==> config.mk <==
export PLATFORM = sky130hd
export DESIGN_NAME = mmio_port_responder
export DESIGN_NICKNAME = d
export VERILOG_FILES = /design/src/rtl/mmio_pkg.sv /design/src/rtl/mmio_port_responder_sync.sv /design/src/rtl/mmio_port_responder.sv
export SDC_FILE = /design/constraint.sdc
export NUM_CORES = 1
export LEC_CHECK = 0
export ABC_AREA = 1
export CAP_MARGIN = 20
export CELL_PAD_IN_SITES_DETAIL_PLACEMENT = 0
export CELL_PAD_IN_SITES_GLOBAL_PLACEMENT = 2
export CORE_MARGIN = 3
export CORE_UTILIZATION = 28
export CTS_BUF_LIST = sky130_fd_sc_hd__clkbuf_8
export DETAILED_ROUTE_END_ITERATION = 8
export GPL_TIMING_DRIVEN = 0
export PLACE_DENSITY = 0.86
export SLEW_MARGIN = 20
export SYNTH_ARGS = -nofsm -noshare
export SYNTH_HDL_FRONTEND = slang
export SYNTH_HIERARCHICAL = 1
export SYNTH_SLANG_ARGS = --single-unit
==> constraint.sdc <==
create_clock -name clk -period 3.1 [get_ports clk]
set_clock_uncertainty 0.05 [all_clocks]
set_input_delay 0.62 -clock clk [delete_from_list [all_inputs] [get_ports clk]]
set_output_delay 0.62 -clock clk [all_outputs]
set_load 0.01 [all_outputs]
==> src/rtl/mmio_pkg.sv <==
// Shared constants for the MMIO port responder: register offsets, flag/control
// bit positions and reset values.
package mmio_pkg;

    localparam logic [2:0] OFS_PORT_OUT = 3'd0;
    localparam logic [2:0] OFS_PORT_IN  = 3'd1;
    localparam logic [2:0] OFS_STATUS   = 3'd2;
    localparam logic [2:0] OFS_TMR_CMP  = 3'd3;
    localparam logic [2:0] OFS_CTRL     = 3'd4;
    localparam logic [2:0] OFS_TMR_CNT  = 3'd5;

    localparam int ST_IN_CHANGED   = 0;
    localparam int ST_TMR_MATCH    = 1;

    localparam int CTRL_TMR_EN     = 0;
    localparam int CTRL_IRQ_EN_IN  = 1;
    localparam int CTRL_IRQ_EN_TMR = 2;

    localparam logic [31:0] RST_PORT_OUT = 32'h0;
    localparam logic [1:0]  RST_STATUS   = 2'b00;
    localparam logic [2:0]  RST_CTRL     = 3'b000;

endpackage

==> src/rtl/mmio_port_responder_sync.sv <==
// Two-flop synchronizer for PortIn plus a one-cycle history register,
// flagging a change whenever the synchronized value differs from the previous one.
module input_sync_change #(
    parameter int W = 8
) (
    input  logic         clk,
    input  logic         reset,
    input  logic [W-1:0] async_i,
    output logic [W-1:0] sync_q,
    output logic         changed
);

    logic [W-1:0] meta_q;
    logic [W-1:0] stage_q;
    logic [W-1:0] prev_q;

    always_ff @(posedge clk or posedge reset) begin
        if (reset) begin
            meta_q  <= '0;
            stage_q <= '0;
            prev_q  <= '0;
        end else begin
            meta_q  <= async_i;
            stage_q <= meta_q;
            prev_q  <= stage_q;
        end
    end

    assign sync_q  = stage_q;
    assign changed = (stage_q != prev_q);

endmodule

==> src/rtl/mmio_port_responder.sv <==
// MMIO responder on the single-cycle data bus: combinational loads, clocked stores,
// PortOut/PortIn registers, sticky W1C status flags and a compare timer.
module mmio_port_responder
    import mmio_pkg::*;
#(
    parameter logic [31:0] IO_BASE   = 32'hFFFF_0000,
    parameter int          PORT_IN_W = 8,
    parameter int          TIMER_W   = 32
) (
    input  logic                 clk,
    input  logic                 reset,
    input  logic                 MemRead,
    input  logic                 MemWrite,
    input  logic [31:0]          Address,
    input  logic [31:0]          WriteData,
    output logic [31:0]          ReadData,
    output logic                 Hit,
    input  logic [PORT_IN_W-1:0] PortIn,
    output logic [31:0]          PortOut,
    output logic                 Irq
);

    localparam logic [TIMER_W-1:0] CNT_ONE = TIMER_W'(1);

    logic [2:0]           ofs;
    logic                 wr_en;
    logic                 rd_en;

    logic [PORT_IN_W-1:0] sync_in;
    logic                 in_changed;

    logic [31:0]          port_out_q, port_out_d;
    logic [1:0]           status_q,   status_d;
    logic [TIMER_W-1:0]   cmp_q,      cmp_d;
    logic [2:0]           ctrl_q,     ctrl_d;
    logic [TIMER_W-1:0]   cnt_q,      cnt_d;
    logic                 tmr_hit;
    logic [1:0]           clr_mask;

    input_sync_change #(.W(PORT_IN_W)) u_in_sync (
        .clk     (clk),
        .reset   (reset),
        .async_i (PortIn),
        .sync_q  (sync_in),
        .changed (in_changed)
    );

    assign Hit   = (Address[31:5] == IO_BASE[31:5]);
    assign ofs   = Address[4:2];
    assign wr_en = Hit & MemWrite;
    assign rd_en = Hit & MemRead;

    always_comb begin
        port_out_d = port_out_q;
        cmp_d      = cmp_q;
        ctrl_d     = ctrl_q;
        clr_mask   = 2'b00;

        tmr_hit = ctrl_q[CTRL_TMR_EN] && (cnt_q == cmp_q);
        if (tmr_hit) begin
            cnt_d = '0;
        end else if (ctrl_q[CTRL_TMR_EN]) begin
            cnt_d = cnt_q + CNT_ONE;
        end else begin
            cnt_d = cnt_q;
        end

        // A TMR_CNT store lands after the timer update so it overrides increment/wrap.
        if (wr_en) begin
            case (ofs)
                OFS_PORT_OUT: port_out_d = WriteData;
                OFS_STATUS:   clr_mask   = WriteData[1:0];
                OFS_TMR_CMP:  cmp_d      = WriteData[TIMER_W-1:0];
                OFS_CTRL:     ctrl_d     = WriteData[2:0];
                OFS_TMR_CNT:  cnt_d      = WriteData[TIMER_W-1:0];
                default:      ;
            endcase
        end

        if (rd_en && (ofs == OFS_PORT_IN)) begin
            clr_mask[ST_IN_CHANGED] = 1'b1;
        end

        // New events win over clears landing in the same cycle.
        status_d[ST_IN_CHANGED] = in_changed | (status_q[ST_IN_CHANGED] & ~clr_mask[ST_IN_CHANGED]);
        status_d[ST_TMR_MATCH]  = tmr_hit    | (status_q[ST_TMR_MATCH]  & ~clr_mask[ST_TMR_MATCH]);
    end

    always_ff @(posedge clk or posedge reset) begin
        if (reset) begin
            port_out_q <= RST_PORT_OUT;
            status_q   <= RST_STATUS;
            cmp_q      <= '1;
            ctrl_q     <= RST_CTRL;
            cnt_q      <= '0;
        end else begin
            port_out_q <= port_out_d;
            status_q   <= status_d;
            cmp_q      <= cmp_d;
            ctrl_q     <= ctrl_d;
            cnt_q      <= cnt_d;
        end
    end

    always_comb begin
        ReadData = 32'h0;
        if (rd_en) begin
            case (ofs)
                OFS_PORT_OUT: ReadData = port_out_q;
                OFS_PORT_IN:  ReadData = 32'(sync_in);
                OFS_STATUS:   ReadData = {30'h0, status_q};
                OFS_TMR_CMP:  ReadData = 32'(cmp_q);
                OFS_CTRL:     ReadData = {29'h0, ctrl_q};
                OFS_TMR_CNT:  ReadData = 32'(cnt_q);
                default:      ReadData = 32'h0;
            endcase
        end
    end

    assign PortOut = port_out_q;
    assign Irq     = |(status_q & ctrl_q[CTRL_IRQ_EN_TMR:CTRL_IRQ_EN_IN]);

endmodule
==> results.sh <==
export IMPL_outcome="completed"
export IMPL_sw_frac_of_total=0.277
export IMPL_drive_gt1_frac=0.226
export IMPL_critPathTopFamily="buffers and inverters"
export IMPL_num_vias=6791
export IMPL_p_per_area_nw_per_um2=337
export IMPL_crit_start="Address[4]"
export IMPL_comb_power_share=0.075
export IMPL_cp_num_buf_inv=5
export IMPL_crit_path_end="ReadData[0]"
export IMPL_timing_fmax_ghz=0.331
export IMPL_cts_hold_buf=0
export IMPL_reg2reg_slack_ns=1.10
export IMPL_cp_slowest_cell="dlygate4sd2_1"
export IMPL_start_util=0.288
export IMPL_worst_ep_arrival_time_ns=2.35
export IMPL_cp_start_kind="input port"
export IMPL_cp_required_ns=2.43
export IMPL_fin_util=0.389
export IMPL_power_leakage_nw=4.62
export IMPL_synth_warnings=6
export IMPL_grt_pass1_vias=6775
export IMPL_ios=142
export IMPL_clockRootBuffer="clkbuf_8"
export IMPL_io_buffers=138
export IMPL_critPathKind="input port to output port"
export IMPL_holdCritPathClass="flop to flop"
export IMPL_rows=58
export IMPL_reg2reg_from="cmp_q[21]$_DFFE_PP1P_"
export IMPL_dp_cells=1431
export IMPL_path_depth=10
export IMPL_syn_num_nets=1037
export IMPL_nNetsFinal=1210
export IMPL_netlist_instances=960
export IMPL_drv_cap=0
export IMPL_fin_total_pwr_w=0.00334
export IMPL_coreArea_um2=25500
export IMPL_htree_levels=4
export IMPL_track_usage=0.178
export IMPL_avgSynthCellArea_um2=7.64
export IMPL_p_sw_w=0.000926
export IMPL_ys_seq_area_frac=0.432
export IMPL_top_layer_used="met4"
export IMPL_cp_common_cell="dlygate4sd2_1"
export IMPL_worstRegToRegCells=12
export IMPL_pwr_share_clk=0.430
export IMPL_intPower_w=0.00242
export IMPL_syn_cell_area_um2=7340
export IMPL_first_pass_iters=4
export IMPL_grt_pass1_wl_mm=39.0
export IMPL_cts_sinks=125
export IMPL_routed_wl_met2_mm=12.0
export IMPL_synth_seq_cells=125
export IMPL_vdd_drop_max_mv=0.224
export IMPL_crit_chain="dlygate4sd2_1, inv_2, nand3_4, inv_8, buf_4, nand2_1, nand3_1, a21oi_1, nor2_2, dlygate4sd2_1"
export IMPL_die_h_um=168
export IMPL_rsz0062_at_grt="no"
export IMPL_dieArea_um2=28200
export IMPL_via_per_inst=4.60
export IMPL_wire_per_inst_um=17.2
export IMPL_hold_viol_final=0
export IMPL_wl_met1_mm=11.9
export IMPL_route_met3_wl_mm=1.09
export IMPL_max_stage_delay_ns=0.33
export IMPL_first_iter_violations=389
export IMPL_clkTransAtPathRegs_ns=0.08
export IMPL_grt_max_degree=32
export IMPL_whs_ns=0.299
export IMPL_max_slew_worst_pin_slew_ns=0.840
export IMPL_p_seq_frac=0.495
export IMPL_final_cells=1476
export IMPL_numCtsBuffers=17
export IMPL_min_period_over_period=0.975
export IMPL_synth_cell_types=40
export IMPL_slew_headroom=0.439
export IMPL_antenna_cells=0
export IMPL_slew_viol_final=0
export IMPL_dpl_hpwl_mm=18.9
export IMPL_place_gp_congestion=0.879
export IMPL_grt_ovfl_total=0
export IMPL_drcViolationCount=0
export IMPL_area_delta_synth_final_pct=35.0
export IMPL_cts_tree="built"
export IMPL_crit_fanout=10
export IMPL_worst_r2r_endpoint="cnt_q[12]$_DFF_PP0_"
export IMPL_fin_crit_ns=3.02
export IMPL_antenna_found_initial=0
export IMPL_ant_nets=0
export IMPL_setup_viol=0
export IMPL_crit_path_end_kind="output port"
export IMPL_totalWireLength_mm=25.4
export IMPL_cts_buffer_depth=2
export IMPL_die_w_um=168
export IMPL_setup_tns_final_ns=0
export IMPL_clock_latency_ns=0.45
-- synthesized netlist by cell type --
master	count	area, µm²
dfrtp_1	93	2330
xor2_1	24	210
a31oi_1	3	18.8
nand3_4	2	35.0
nand3_2	3	30.0
ha_1	1	12.5
nor2_2	3	18.8
o21ai_0	9	45.0
nand3b_1	3	22.5
and2_2	1	7.51
nor3_1	4	20.0
nor2_1	89	334
o22ai_1	17	106
buf_6	12	135
nor3b_1	1	7.51
inv_1	113	424
o21ai_1	21	105
nand3_1	61	305
a22o_1	5	43.8
a221oi_1	9	78.8
nand4_1	15	93.8
o211ai_4	1	21.3
buf_12	1	20.0
buf_1	1	3.75
clkinv_1	6	22.5
o21ai_2	52	455
buf_2	20	100
nor2_4	3	33.8
xnor2_1	13	114
dfstp_2	32	841
a21oi_1	22	110
nor3_2	2	20.0
clkbuf_1	4	15.0
inv_2	14	52.6
nand2_2	1	6.26
a21boi_1	1	7.51
and2_4	1	8.76
nand2_1	294	1100
or2_1	2	12.5
o21bai_1	1	7.51
-- timing repair --
item | CTS | global route
gates cloned | 0 | 2
gates resized for setup | 145 | 66
setup endpoints to repair | 32 | 32
pin swaps | 1 | 12
buffers inserted | 5 | 6
-- cell usage in the layout, fill, tap and decap left out, types with 16 or more instances in the layout --
cell	netlist	routed
nand2_1	294	293
inv_1	113	109
dfrtp_1	93	93
clkdlybuf4s50_1	0	82
nor2_1	89	67
nand3_1	61	60
o21ai_2	52	52
buf_2	20	36
dfstp_2	32	32
xor2_1	24	24
a21oi_1	22	22
o21ai_1	21	21
dlymetal6s2s_1	0	21
buf_6	12	20
o22ai_1	17	17
clkbuf_8	0	17
inv_2	14	16
nor2_2	3	16
-- state kept, by name, indices dropped and copies added, names as in the netlist --
signal            cells
ctrl_q                3
cmp_q                32
status_q              2
cnt_q                32
u_in_sync/prev_q      8
u_in_sync/meta_q      8
u_in_sync/sync_q      8
PortOut              32
-- kinds of logic after synthesis --
family                     Yosys count  share of synthesized area
buffers and inverters              171                      0.105
and+or+nand+nor                    485                      0.281
adders and majority gates            1                    0.00171
DFF                                125                      0.432
xor gates and xnor gates            37                     0.0442
AOI/OAI and AO/OA                  141                      0.136
-- metal layers --
| metal | global-route usage | vias up |
|---|---|---|
| met3 | 0.0312 | 19 |
| met5 | 0 | - |
| met1 | 0.244 | 3238 |
| li1 | - | 3396 |
| met2 | 0.292 | 138 |
| met4 | 0.0434 | 0 |
-- final cells by class --
class	count	area, µm²
buffer	38	320
clock buffer	17	234
clock inverter	15	155
fill	2668	15600
inverter	133	510
multi-input combinational	664	3560
sequential	125	3170
tap	330	413
timing repair buffer	154	1550
-- worst reg2reg max path: stages, from the launching register on --
cell and delay (ns):
dfstp_2 0.55, inv_1 0.05, nand2_1 0.08, nand2_1 0.05, inv_1 0.04, nand2_1 0.05
nor2_1 0.09, nand2_1 0.07, nor2_1 0.23, nand3_2 0.21, buf_2 0.24, nand3_1 0.11
nand2_1 0.06
-- power groups by stage --
| stage | sequential [W] | combinational [W] | clock (W) |
|---|---|---|---|
| global route | 0.00166 | 0.000273 | 0.00154 |
| floorplan | 0.00168 | 0.0000878 | 0 |
| global placement | 0.00169 | 0.000237 | 0 |
| detailed placement | 0.00169 | 0.000247 | 0 |
| CTS | 0.00166 | 0.000254 | 0.00148 |
| finish | 0.00166 | 0.000250 | 0.00144 |
-- how the worst min path moves through the flow --
stage,start,slack (ns),end,cells past startpoint
5_1_grt,u_in_sync/meta_q[0]$_DFF_PP0_,0.31,u_in_sync/sync_q[0]$_DFF_PP0_,0
2_1_floorplan,u_in_sync/meta_q[0]$_DFF_PP0_,0.28,u_in_sync/sync_q[0]$_DFF_PP0_,0
4_1_cts,u_in_sync/meta_q[0]$_DFF_PP0_,0.30,u_in_sync/sync_q[0]$_DFF_PP0_,0
6_report,u_in_sync/meta_q[0]$_DFF_PP0_,0.30,u_in_sync/sync_q[0]$_DFF_PP0_,0
3_3_place_gp,u_in_sync/meta_q[1]$_DFF_PP0_,0.29,u_in_sync/sync_q[1]$_DFF_PP0_,0
3_5_place_dp,u_in_sync/meta_q[0]$_DFF_PP0_,0.28,u_in_sync/sync_q[0]$_DFF_PP0_,0
-- through the flow --
step / area (µm²) / setup WS [ns]
final: 9910 / 0.0785
after global routing: 9910 / 0.000169
after detailed placement: 9200 / -0.913
after CTS: 9600 / -0.00814
after floorplan: 7340 / 0.736
after global placement: 9140 / -0.913
(Power assumes the default switching activity.)
